## src/rtl/lstm_pkg.sv

```systemverilog
// Shared fixed-point constants, beat/result types and saturating arithmetic
// helpers for the LSTM cell-update pipeline.
package lstm_pkg;

    localparam int LSTM_XLEN = 16;
    localparam int LSTM_FRAC = 8;
    localparam int LSTM_IDW  = 5;

    typedef enum logic {
        ACT_SIG  = 1'b0,
        ACT_TANH = 1'b1
    } lstm_act_e;

    typedef struct packed {
        logic [LSTM_IDW-1:0]  id;
        logic                 seq_start;
        logic [LSTM_XLEN-1:0] pre_i;
        logic [LSTM_XLEN-1:0] pre_c;
        logic [LSTM_XLEN-1:0] pre_f;
        logic [LSTM_XLEN-1:0] pre_o;
    } lstm_gate_beat_t;

    typedef struct packed {
        logic [LSTM_IDW-1:0]  id;
        logic [LSTM_XLEN-1:0] c;
        logic [LSTM_XLEN-1:0] h;
    } lstm_cell_result_t;

    // Clamp v into the signed range of a w-bit word (w <= 32).
    function automatic logic signed [63:0] fx_sat(input logic signed [63:0] v, input int w);
        logic signed [63:0] hi;
        logic signed [63:0] lo;
        hi = (64'sd1 <<< (w - 1)) - 64'sd1;
        lo = -(64'sd1 <<< (w - 1));
        if (v > hi) return hi;
        if (v < lo) return lo;
        return v;
    endfunction

    // Full-precision product, floor shift by frac, then saturate to w bits.
    function automatic logic signed [63:0] fx_mul(input logic signed [63:0] a,
                                                  input logic signed [63:0] b,
                                                  input int frac, input int w);
        logic signed [63:0] p;
        p = (a * b) >>> frac;
        return fx_sat(p, w);
    endfunction

endpackage

```

## src/rtl/lstm_hard_act.sv

```systemverilog
// Piecewise-linear activation: hard sigmoid clamp(x/4 + 0.5, 0, 1) or
// hard tanh clamp(x, -1, 1), chosen by MODE.
module lstm_hard_act
    import lstm_pkg::*;
#(
    parameter int        XLEN = LSTM_XLEN,
    parameter int        FRAC = LSTM_FRAC,
    parameter lstm_act_e MODE = ACT_SIG
) (
    input  logic [XLEN-1:0] x,
    output logic [XLEN-1:0] y
);

    localparam int ONE = 1 << FRAC;
    localparam int LO  = (MODE == ACT_SIG) ? 0 : -ONE;

    logic signed [XLEN:0] xs;
    logic signed [XLEN:0] t;

    always_comb begin
        xs = $signed({x[XLEN-1], x});
        if (MODE == ACT_SIG) t = (xs >>> 2) + (XLEN+1)'(ONE / 2);
        else                 t = xs;
        if (int'(t) > ONE)     y = XLEN'(ONE);
        else if (int'(t) < LO) y = XLEN'(LO);
        else                   y = t[XLEN-1:0];
    end

endmodule

```

## src/rtl/lstm_cell_pipe.sv

```systemverilog
// Four-stage handshaked LSTM cell-update pipeline with per-cell C(t-1) storage.
// Define LSTM_CELL_BYPASS_EN to forward S1's Ct to the accept read and drop the same-cell stall.
module lstm_cell_pipe
    import lstm_pkg::*;
#(
    parameter int XLEN      = LSTM_XLEN,
    parameter int FRAC      = LSTM_FRAC,
    parameter int NUM_CELLS = 32,
    parameter int IDW       = (NUM_CELLS > 1) ? $clog2(NUM_CELLS) : 1
) (
    input  logic            clock,
    input  logic            reset,
    input  logic            in_valid,
    output logic            in_ready,
    input  logic [IDW-1:0]  in_cell_id,
    input  logic            in_seq_start,
    input  logic [XLEN-1:0] in_pre_i,
    input  logic [XLEN-1:0] in_pre_c,
    input  logic [XLEN-1:0] in_pre_f,
    input  logic [XLEN-1:0] in_pre_o,
    output logic            out_valid,
    input  logic            out_ready,
    output logic [IDW-1:0]  out_cell_id,
    output logic [XLEN-1:0] out_c,
    output logic [XLEN-1:0] out_h
);

    typedef logic signed [XLEN-1:0] word_t;

    function automatic word_t mul_x(input word_t a, input word_t b);
        return word_t'(fx_mul(64'(a), 64'(b), FRAC, XLEN));
    endfunction

    function automatic word_t add_sat(input word_t a, input word_t b);
        return word_t'(fx_sat(64'(a) + 64'(b), XLEN));
    endfunction

    function automatic logic id_ok(input logic [IDW-1:0] id);
        return 32'(id) < NUM_CELLS;
    endfunction

    word_t act_i, act_c, act_f, act_o, tanh_ct;
    word_t cprev_a, ct_s1;
    logic  adv, hit_p1, hazard, accept;

    logic           vld_p1_d, vld_p1_q, vld_p2_d, vld_p2_q;
    logic           vld_p3_d, vld_p3_q, vld_p4_d, vld_p4_q;
    logic [IDW-1:0] id_p1_d, id_p1_q, id_p2_d, id_p2_q;
    logic [IDW-1:0] id_p3_d, id_p3_q, id_p4_d, id_p4_q;
    word_t          i_p1_d, i_p1_q, g_p1_d, g_p1_q, f_p1_d, f_p1_q;
    word_t          o_p1_d, o_p1_q, cprev_p1_d, cprev_p1_q;
    word_t          ct_p2_d, ct_p2_q, o_p2_d, o_p2_q;
    word_t          th_p3_d, th_p3_q, o_p3_d, o_p3_q, ct_p3_d, ct_p3_q;
    word_t          h_p4_d, h_p4_q, ct_p4_d, ct_p4_q;
    word_t          state_d [NUM_CELLS];
    word_t          state_q [NUM_CELLS];

    lstm_hard_act #(.XLEN(XLEN), .FRAC(FRAC), .MODE(ACT_SIG))  u_act_i  (.x(in_pre_i), .y(act_i));
    lstm_hard_act #(.XLEN(XLEN), .FRAC(FRAC), .MODE(ACT_TANH)) u_act_c  (.x(in_pre_c), .y(act_c));
    lstm_hard_act #(.XLEN(XLEN), .FRAC(FRAC), .MODE(ACT_SIG))  u_act_f  (.x(in_pre_f), .y(act_f));
    lstm_hard_act #(.XLEN(XLEN), .FRAC(FRAC), .MODE(ACT_SIG))  u_act_o  (.x(in_pre_o), .y(act_o));
    lstm_hard_act #(.XLEN(XLEN), .FRAC(FRAC), .MODE(ACT_TANH)) u_act_ct (.x(ct_p2_q),  .y(tanh_ct));

    // Accept stage: handshake, hazard and C(t-1) lookup
    always_comb begin
        adv    = !vld_p4_q || out_ready;
        hit_p1 = vld_p1_q && (id_p1_q == in_cell_id);
`ifdef LSTM_CELL_BYPASS_EN
        hazard = 1'b0;
`else
        hazard = hit_p1;
`endif
        in_ready = adv && !hazard;
        accept   = in_valid && in_ready;
        ct_s1    = add_sat(mul_x(f_p1_q, cprev_p1_q), mul_x(i_p1_q, g_p1_q));
        cprev_a  = '0;
        if (!in_seq_start && id_ok(in_cell_id)) begin
            cprev_a = state_q[in_cell_id];
`ifdef LSTM_CELL_BYPASS_EN
            if (hit_p1) cprev_a = ct_s1;
`endif
        end
    end

    // S1 -> S4 advance together; the state write rides the S1 -> S2 edge
    always_comb begin
        vld_p1_d = vld_p1_q;  id_p1_d = id_p1_q;  i_p1_d = i_p1_q;  g_p1_d = g_p1_q;
        f_p1_d   = f_p1_q;    o_p1_d  = o_p1_q;   cprev_p1_d = cprev_p1_q;
        vld_p2_d = vld_p2_q;  id_p2_d = id_p2_q;  ct_p2_d = ct_p2_q;  o_p2_d = o_p2_q;
        vld_p3_d = vld_p3_q;  id_p3_d = id_p3_q;  th_p3_d = th_p3_q;
        o_p3_d   = o_p3_q;    ct_p3_d = ct_p3_q;
        vld_p4_d = vld_p4_q;  id_p4_d = id_p4_q;  h_p4_d = h_p4_q;  ct_p4_d = ct_p4_q;
        if (adv) begin
            vld_p1_d = accept;    id_p1_d = in_cell_id;  i_p1_d = act_i;  g_p1_d = act_c;
            f_p1_d   = act_f;     o_p1_d  = act_o;       cprev_p1_d = cprev_a;
            vld_p2_d = vld_p1_q;  id_p2_d = id_p1_q;     ct_p2_d = ct_s1;  o_p2_d = o_p1_q;
            vld_p3_d = vld_p2_q;  id_p3_d = id_p2_q;     th_p3_d = tanh_ct;
            o_p3_d   = o_p2_q;    ct_p3_d = ct_p2_q;
            vld_p4_d = vld_p3_q;  id_p4_d = id_p3_q;
            h_p4_d   = mul_x(o_p3_q, th_p3_q);
            ct_p4_d  = ct_p3_q;
        end
        state_d = state_q;
        if (adv && vld_p1_q && id_ok(id_p1_q)) state_d[id_p1_q] = ct_s1;
    end

    always_ff @(posedge clock) begin
        if (reset) begin
            vld_p1_q <= 1'b0;
            vld_p2_q <= 1'b0;
            vld_p3_q <= 1'b0;
            vld_p4_q <= 1'b0;
            id_p4_q  <= '0;
            h_p4_q   <= '0;
            ct_p4_q  <= '0;
            for (int k = 0; k < NUM_CELLS; k++) state_q[k] <= '0;
        end else begin
            vld_p1_q <= vld_p1_d;
            vld_p2_q <= vld_p2_d;
            vld_p3_q <= vld_p3_d;
            vld_p4_q <= vld_p4_d;
            id_p4_q  <= id_p4_d;
            h_p4_q   <= h_p4_d;
            ct_p4_q  <= ct_p4_d;
            state_q  <= state_d;
        end
        id_p1_q    <= id_p1_d;
        i_p1_q     <= i_p1_d;
        g_p1_q     <= g_p1_d;
        f_p1_q     <= f_p1_d;
        o_p1_q     <= o_p1_d;
        cprev_p1_q <= cprev_p1_d;
        id_p2_q    <= id_p2_d;
        ct_p2_q    <= ct_p2_d;
        o_p2_q     <= o_p2_d;
        id_p3_q    <= id_p3_d;
        th_p3_q    <= th_p3_d;
        o_p3_q     <= o_p3_d;
        ct_p3_q    <= ct_p3_d;
    end

    assign out_valid   = vld_p4_q;
    assign out_cell_id = id_p4_q;
    assign out_c       = ct_p4_q;
    assign out_h       = h_p4_q;

endmodule

```

## config.mk

```make
export PLATFORM = sky130hd
export DESIGN_NAME = lstm_cell_pipe
export DESIGN_NICKNAME = d
export VERILOG_FILES = /design/src/rtl/lstm_pkg.sv /design/src/rtl/lstm_hard_act.sv /design/src/rtl/lstm_cell_pipe.sv
export SDC_FILE = /design/constraint.sdc
export NUM_CORES = 2
export LEC_CHECK = 0
export ABC_AREA = 0
export BUFFER_PORTS_ARGS = -buffer_cell sky130_fd_sc_hd__buf_2
export CORE_ASPECT_RATIO = 0.5
export CORE_MARGIN = 4
export CORE_UTILIZATION = 30
export DETAILED_ROUTE_END_ITERATION = 10
export PLACE_DENSITY = 0.5
export SLEW_MARGIN = 20
export SYNTH_ARGS = -nofsm -noshare
export SYNTH_HDL_FRONTEND = slang
export SYNTH_SLANG_ARGS = --single-unit
```

## constraint.sdc

```tcl
create_clock -name clock -period 19 [get_ports clock]
set_clock_uncertainty 0.2 [all_clocks]
set_input_delay 1.9 -clock clock [delete_from_list [all_inputs] [get_ports clock]]
set_output_delay 1.9 -clock clock [all_outputs]
set_load 0.01 [all_outputs]
```

-- Word-level counts from Yosys, hierarchy flattened
Index checks and enable logic that the tools add are counted.
W data, S select, Z words.
- mux-type cells: 41
- multipliers: 3
- equality and inequality tests: 1
- magnitude comparators: 21
- $add $sub $neg: 4
- bitwise operators: 2
- reduce and logical (&&, ||, !) cells: 13
- operators by type and width (cell ; number):
    $bwmux W512 ; 1
    $mux W16 ; 21
    $mul A15 B16 Y31 ; 3
    $bmux W16 S5 ; 1
    $demux W16 S5 ; 1
    $gt A23 B16 Y1 const B ; 2
    $lt A23 B16 Y1 const B ; 2
    $add A14 B9 Y15 const B ; 3
    $gt A15 B10 Y1 const B ; 3
    $lt A15 B1 Y1 const B ; 3
    $gt A16 B10 Y1 const B ; 2
    $lt A16 B9 Y1 const B ; 2
    $mux W9 ; 3
    $gt A24 B16 Y1 const B ; 1
    $lt A24 B16 Y1 const B ; 1
    $add A16 B16 Y17 ; 1
    $gt A17 B16 Y1 const B ; 1
    $lt A17 B16 Y1 const B ; 1
    $mux W1 ; 14
    $ge A6 B6 Y1 const B ; 2
    $not A5 Y6 ; 2
    $reduce_or A2 Y1 ; 5
    $lt A6 B1 Y1 const B ; 1
    $eq A5 B5 Y1 ; 1
    3 further kinds ; 8
- output and inout port bits: 39
- register bits: 723

-- Longest topological paths before layout
- word-level depth: 13
- mapped depth: 39

-- Hierarchy
Synthesis repeated with hierarchy kept, for this count alone.
- cells, all modules: 6028
- area total of the unflattened synthesis: 60130.2 um2
- modules (own cells, without submodules) (module ; cells an instance ; instances ; area each (um2)):
    lstm_cell_pipe ; 5765 ; 1 ; 58477.3
    lstm_hard_act (u_act_f ...) ; 51 ; 3 ; 329.1
    lstm_hard_act (u_act_c ...) ; 55 ; 2 ; 332.8

-- Least setup slack after synthesis
OpenSTA, ideal clock, no wires.
- path type: register -> register
- from: reg i_p1_q[0]
- to: reg ct_p2_q[1] (data pin)
- clock period less this slack: 9.868 ns
- data required time: 18.545 ns
- stages on the path, launching flop included: 36
- path buffers: 5
- slack: 9.132 ns
- data arrival time: 9.413 ns
- cell sequence: edfxtp_1 > clkbuf_1 > nand2_1 > inv_1 > fa_1 > fa_1 > inv_1 > fa_1 > fa_1 > fa_1 > fa_1 > inv_1 > ha_1 > a21oi_1 > o21ai_0 > a2111oi_0 > o31ai_1 > and2_1 > a41oi_1 > xor2_1 > o41ai_2 > clkbuf_1 > a21o_1 > ha_1 > a21o_1 > a21o_1 > a21o_1 > a21o_1 > a221oi_1 > or3_1 > clkbuf_1 > o21ai_1 > buf_4 > nor2_1 > buf_2 > inv_1
- longest elaborated chain between the ends: 12
- elaborated cells between the ends (all ways): 18
- ends and longest elaborated chain (item ; line ; text):
    start, declared ; lstm_cell_pipe.sv:50 ; word_t i_p1_d, i_p1_q, g_p1_d, g_p1_q, f_p1_d, f_p1_q;
    start signal, assigned ; lstm_cell_pipe.sv:128 ; i_p1_q <= i_p1_d;
    $mul A15 B16 Y31 * ; lstm_pkg.sv:45 ; p = (a * b) >>> frac;
    $lt A23 B16 Y1 ; lstm_pkg.sv:36 ; if (v < lo) return lo;
    $mux W1 (2 in a row) ; lstm_pkg.sv:36 ;
    $mux W16 ; lstm_pkg.sv:37 ; return v;
    $mux W16 * ; lstm_pkg.sv:36 ;
    $add A16 B16 Y17 * ; lstm_cell_pipe.sv:35 ; return word_t'(fx_sat(64'(a) + 64'(b), XLEN));
    $lt A17 B16 Y1 ; lstm_pkg.sv:36 ;
    $mux W1 (2 in a row) ; lstm_pkg.sv:36 ;
    $mux W16 ; lstm_pkg.sv:37 ;
    $mux W16 * ; lstm_pkg.sv:36 ;
    named net ct_s1[1] ; lstm_cell_pipe.sv:43 ; word_t cprev_a, ct_s1;
    end signal, assigned ; lstm_cell_pipe.sv:134 ; ct_p2_q <= ct_p2_d;
    end, declared ; lstm_cell_pipe.sv:52 ; word_t ct_p2_d, ct_p2_q, o_p2_d, o_p2_q;
Mark *: on every way through the listed nets, which the timed path passes. The rest lies on a longest branch. The select of a mux whose other input is x is not followed.
A chain may end at the register's enable or synchronous reset.

-- Worst setup path after layout
- from: reg g_p1_q[15]
- to: reg ct_p2_q[3] (data pin)
- longest elaborated chain between the ends: 12
- elaborated cells between the ends (all ways): 18
- ends and longest elaborated chain (item ; line ; text):
    start, declared ; lstm_cell_pipe.sv:50 ;
    start signal, assigned ; lstm_cell_pipe.sv:129 ; g_p1_q <= g_p1_d;
    $mul A15 B16 Y31 * ; lstm_pkg.sv:45 ;
    $lt A23 B16 Y1 ; lstm_pkg.sv:36 ;
    $mux W1 (2 in a row) ; lstm_pkg.sv:36 ;
    $mux W16 ; lstm_pkg.sv:37 ;
    $mux W16 * ; lstm_pkg.sv:36 ;
    $add A16 B16 Y17 * ; lstm_cell_pipe.sv:35 ;
    $lt A17 B16 Y1 ; lstm_pkg.sv:36 ;
    $mux W1 (2 in a row) ; lstm_pkg.sv:36 ;
    $mux W16 ; lstm_pkg.sv:37 ;
    $mux W16 * ; lstm_pkg.sv:36 ;
    named net ct_s1[3] ; lstm_cell_pipe.sv:43 ;
Marked as above.

==> results.json <==
{
  "hold_buffers": 0,
  "max-clock-path-buffers": 3,
  "synth_compound_area_share_pct": 11.4,
  "start_util_pct": 30.4,
  "min_period_ns": 12.79,
  "relSlewSlack_pct": 18.9,
  "ys_ff_latch": 723,
  "ant_nets": 0,
  "holdWs_ns": 0.211,
  "diodes": 0,
  "portBuffers": 106,
  "clk_pin_slew_worst_paths_ns": 0.08,
  "pre_cts_slack_ns": 6.38,
  "rows": 112,
  "synth-edff-count": 170,
  "max_stage_delay_ns": 0.93,
  "cts_max_level": 3,
  "cp-end-kind": "flop",
  "synth-xor-area-share_pct": 1.67,
  "finalSetupViolCount": 0,
  "clkLatencyLatePin_ns": 0.73,
  "dieArea_sq_um": 197000,
  "overflow": 0,
  "worst_pin_slew_ns": 1.21,
  "gp_congestion": 0.823,
  "ir_drop_mv": 0.432,
  "routed_wl_mm": 159,
  "cts-buffers-inserted": 78,
  "area_growth_pct": 9.84,
  "drive_above_1_share_pct": 8.82,
  "r2r-end": "ct_p2_q[3]",
  "start_kind": "flop",
  "slowest_stage": "a211oi_4",
  "synthMuxAreaShare_pct": 6.64,
  "postCtsSetupBuffers": 0,
  "synth_ff_type": "dfxtp_1",
  "synth_top_area_cell": "fa_1",
  "core_sq_um": 188000,
  "crit_fanout": 24,
  "cts_resized": 0,
  "path_common_cell": "fa_1",
  "post-route-worst-setup-slack_ns": 6.21,
  "synth_top_cell_area_share_pct": 24.7,
  "pin_count": 113,
  "crit_start": "g_p1_q[15]",
  "grt_pass1_vias": 41900,
  "max_freq_mhz": 78.2,
  "cts_tree": "yes",
  "drt-pass1-iter-count": 5,
  "arrival_ns": 12.98,
  "antenna_found_initial": 8,
  "dr_total_vias": 40800,
  "cts-root-buf": "clkbuf_16",
  "rsz0062_at_grt": "no",
  "via_per_inst": 4.92,
  "grt_max_degree": 204,
  "synthSimpleGateAreaFrac_pct": 13.8,
  "synth_cell_type_count": 82,
  "powerDensity_nw_per_um2": 169,
  "min_period_over_period_pct": 67.3,
  "reg2reg_from": "g_p1_q[15]",
  "hold_viol_final": 0,
  "status": "finished clean",
  "die_w_um": 624,
  "cts.sinks": 723,
  "hold_class": "flop to flop",
  "stdcell_area_sq_um": 62600,
  "final_cell_mix": "794 x inv_1, 703 x fa_1, 599 x nand2_1, 553 x dfxtp_1, 445 x nor2_1",
  "dpl-instance-area_sq_um": 59900,
  "rrSetupSlack_ns": 6.21,
  "drv_slew": 0,
  "yosysSeqAreaShare_pct": 28.4,
  "syn_avg_cell_area_sq_um": 9.80,
  "ff2ff_path_depth": 33,
  "synthCells": 5818,
  "layout.nets": 6757,
  "leakagePower_nw": 26.6,
  "ys.warnings.count": 0,
  "final.setup.tns_ns": 0,
  "crit_required_ns": 19.19,
  "drt-initial-drc-count": 2911,
  "cp-endpoint": "ct_p2_q[3]",
  "synthTopCellsByArea": "fa_1 25%, dfxtp_1 19%, edfxtp_1 9.0%",
  "path_class": "flop to flop",
  "hpwl_mm": 113,
  "final_common_cell": "inv_1",
  "netlist_area_sq_um": 57000,
  "cap_viol_max_count": 0,
  "grt_pass1_wl_mm": 252,
  "multiInputGateArea_sq_um": 36600,
  "drc": 0,
  "fillers": 19200,
  "seqCellArea_sq_um": 16200,
  "final_util_pct": 33.4,
  "synth_top_family_by_area": "adder cells",
  "routedWlPerCell_um": 19.1,
  "async_reset_ff_share_pct": 0,
  "synthAdderAreaFrac_pct": 30.4,
  "grt_use_total_pct": 16.2,
  "die_y_um": 316
}
[routing by layer]
layer / global-route usage (%) / share of wire [%] / vias up
li1: - / - / 19000
met1: 22.6 / 47 / 20900
met2: 27.1 / 47 / 749
met3: 1.98 / 4.2 / 140
met4: 3.60 / 2.1 / 0
met5: 0 / 0 / -
[cell usage after synthesis, drive strengths merged, types with 5 or more instances]
cell type	number
or4	9
and4	7
mux2i	18
xor2	36
o21a	11
xnor2	70
nor4	7
o211ai	20
dfxtp	553
o31ai	8
a41oi	5
inv	795
buf	57
o21bai	7
a22oi	219
clkbuf	300
a21oi	303
nor3	45
a221oi	5
ha	261
fa	703
a31oi	10
o21ai	228
mux4	160
or2	6
edfxtp	170
a21o	56
o41ai	25
nand2b	30
nand3	98
or3	15
a211oi	87
nand4	20
nand2	599
and3	17
and2	341
nor2b	16
nor2	448
[worst max-delay path, delay by kind of cell (launching register included)]
kind	cells	cell delay [ns]
compound gates	11	3.45
xor+xnor	1	0.56
fa+ha+maj	9	4.09
buf+inv	6	1.27
flops	1	0.72
simple gates	6	2.12
[kinds of logic (layout without fill, tap and decap cells)]
group,Yosys count,after routing
AND/OR/NAND/NOR,1676,1676
buffers and inverters,1153,1103
AO/OA/AOI/OAI,1016,1016
adder cells (fa/ha/maj),964,964
flip-flops,723,723
multiplexers,178,178
XOR/XNOR,107,107
other,1,18
[state kept, by name (all words and copies together) (netlist names), 15 cells and up]
register and cells:
cprev_p1_q 16, ct_p2_q 16, ct_p3_q 16, f_p1_q 15
g_p1_q 16, i_p1_q 15, o_p1_q 15, o_p2_q 15
o_p3_q 15, out_c 16, out_h 16, state_q 512
th_p3_q 16
[layout make-up]
cell class | instances | area share, %
flip-flops and latches | 723 | 25.8
inverters | 796 | 4.79
multi-input cells | 3959 | 58.5
well taps | 2508 | 5.01
repair buffers | 161 | 1.60
clock buffers | 108 | 3.57
clock inverters | 38 | 0.721
[how the worst min path moves through the flow]
stage / startpoint / to / slack (ns) / cells past startpoint
after floorplan: id_p2_q[0] / id_p3_q[0] / 0.20 / 0
after global placement: o_p2_q[14] / o_p3_q[14] / 0.20 / 0
after detailed placement: o_p1_q[9] / o_p2_q[9] / 0.20 / 0
after CTS: o_p1_q[10] / o_p2_q[10] / 0.21 / 0
after global routing: o_p2_q[6] / o_p3_q[6] / 0.22 / 0
final: o_p1_q[10] / o_p2_q[10] / 0.21 / 0
[per-stage QoR]
step | std cells | power (mW)
after floorplan | 5835 | 6.39
after global placement | 8146 | 8.93
after detailed placement | 8146 | 8.91
after CTS | 8292 | 10.6
after global routing | 8293 | 11.4
final | 8293 | 10.6
[report_power, final]
| part | internal (mW) | switching [mW] | total (mW) |
|---|---|---|---|
| clock network | 0.886 | 0.720 | 1.61 |
| registers | 1.77 | 0.198 | 1.96 |
| logic | 2.01 | 5.03 | 7.03 |
Power figures use the tool's default switching activity.
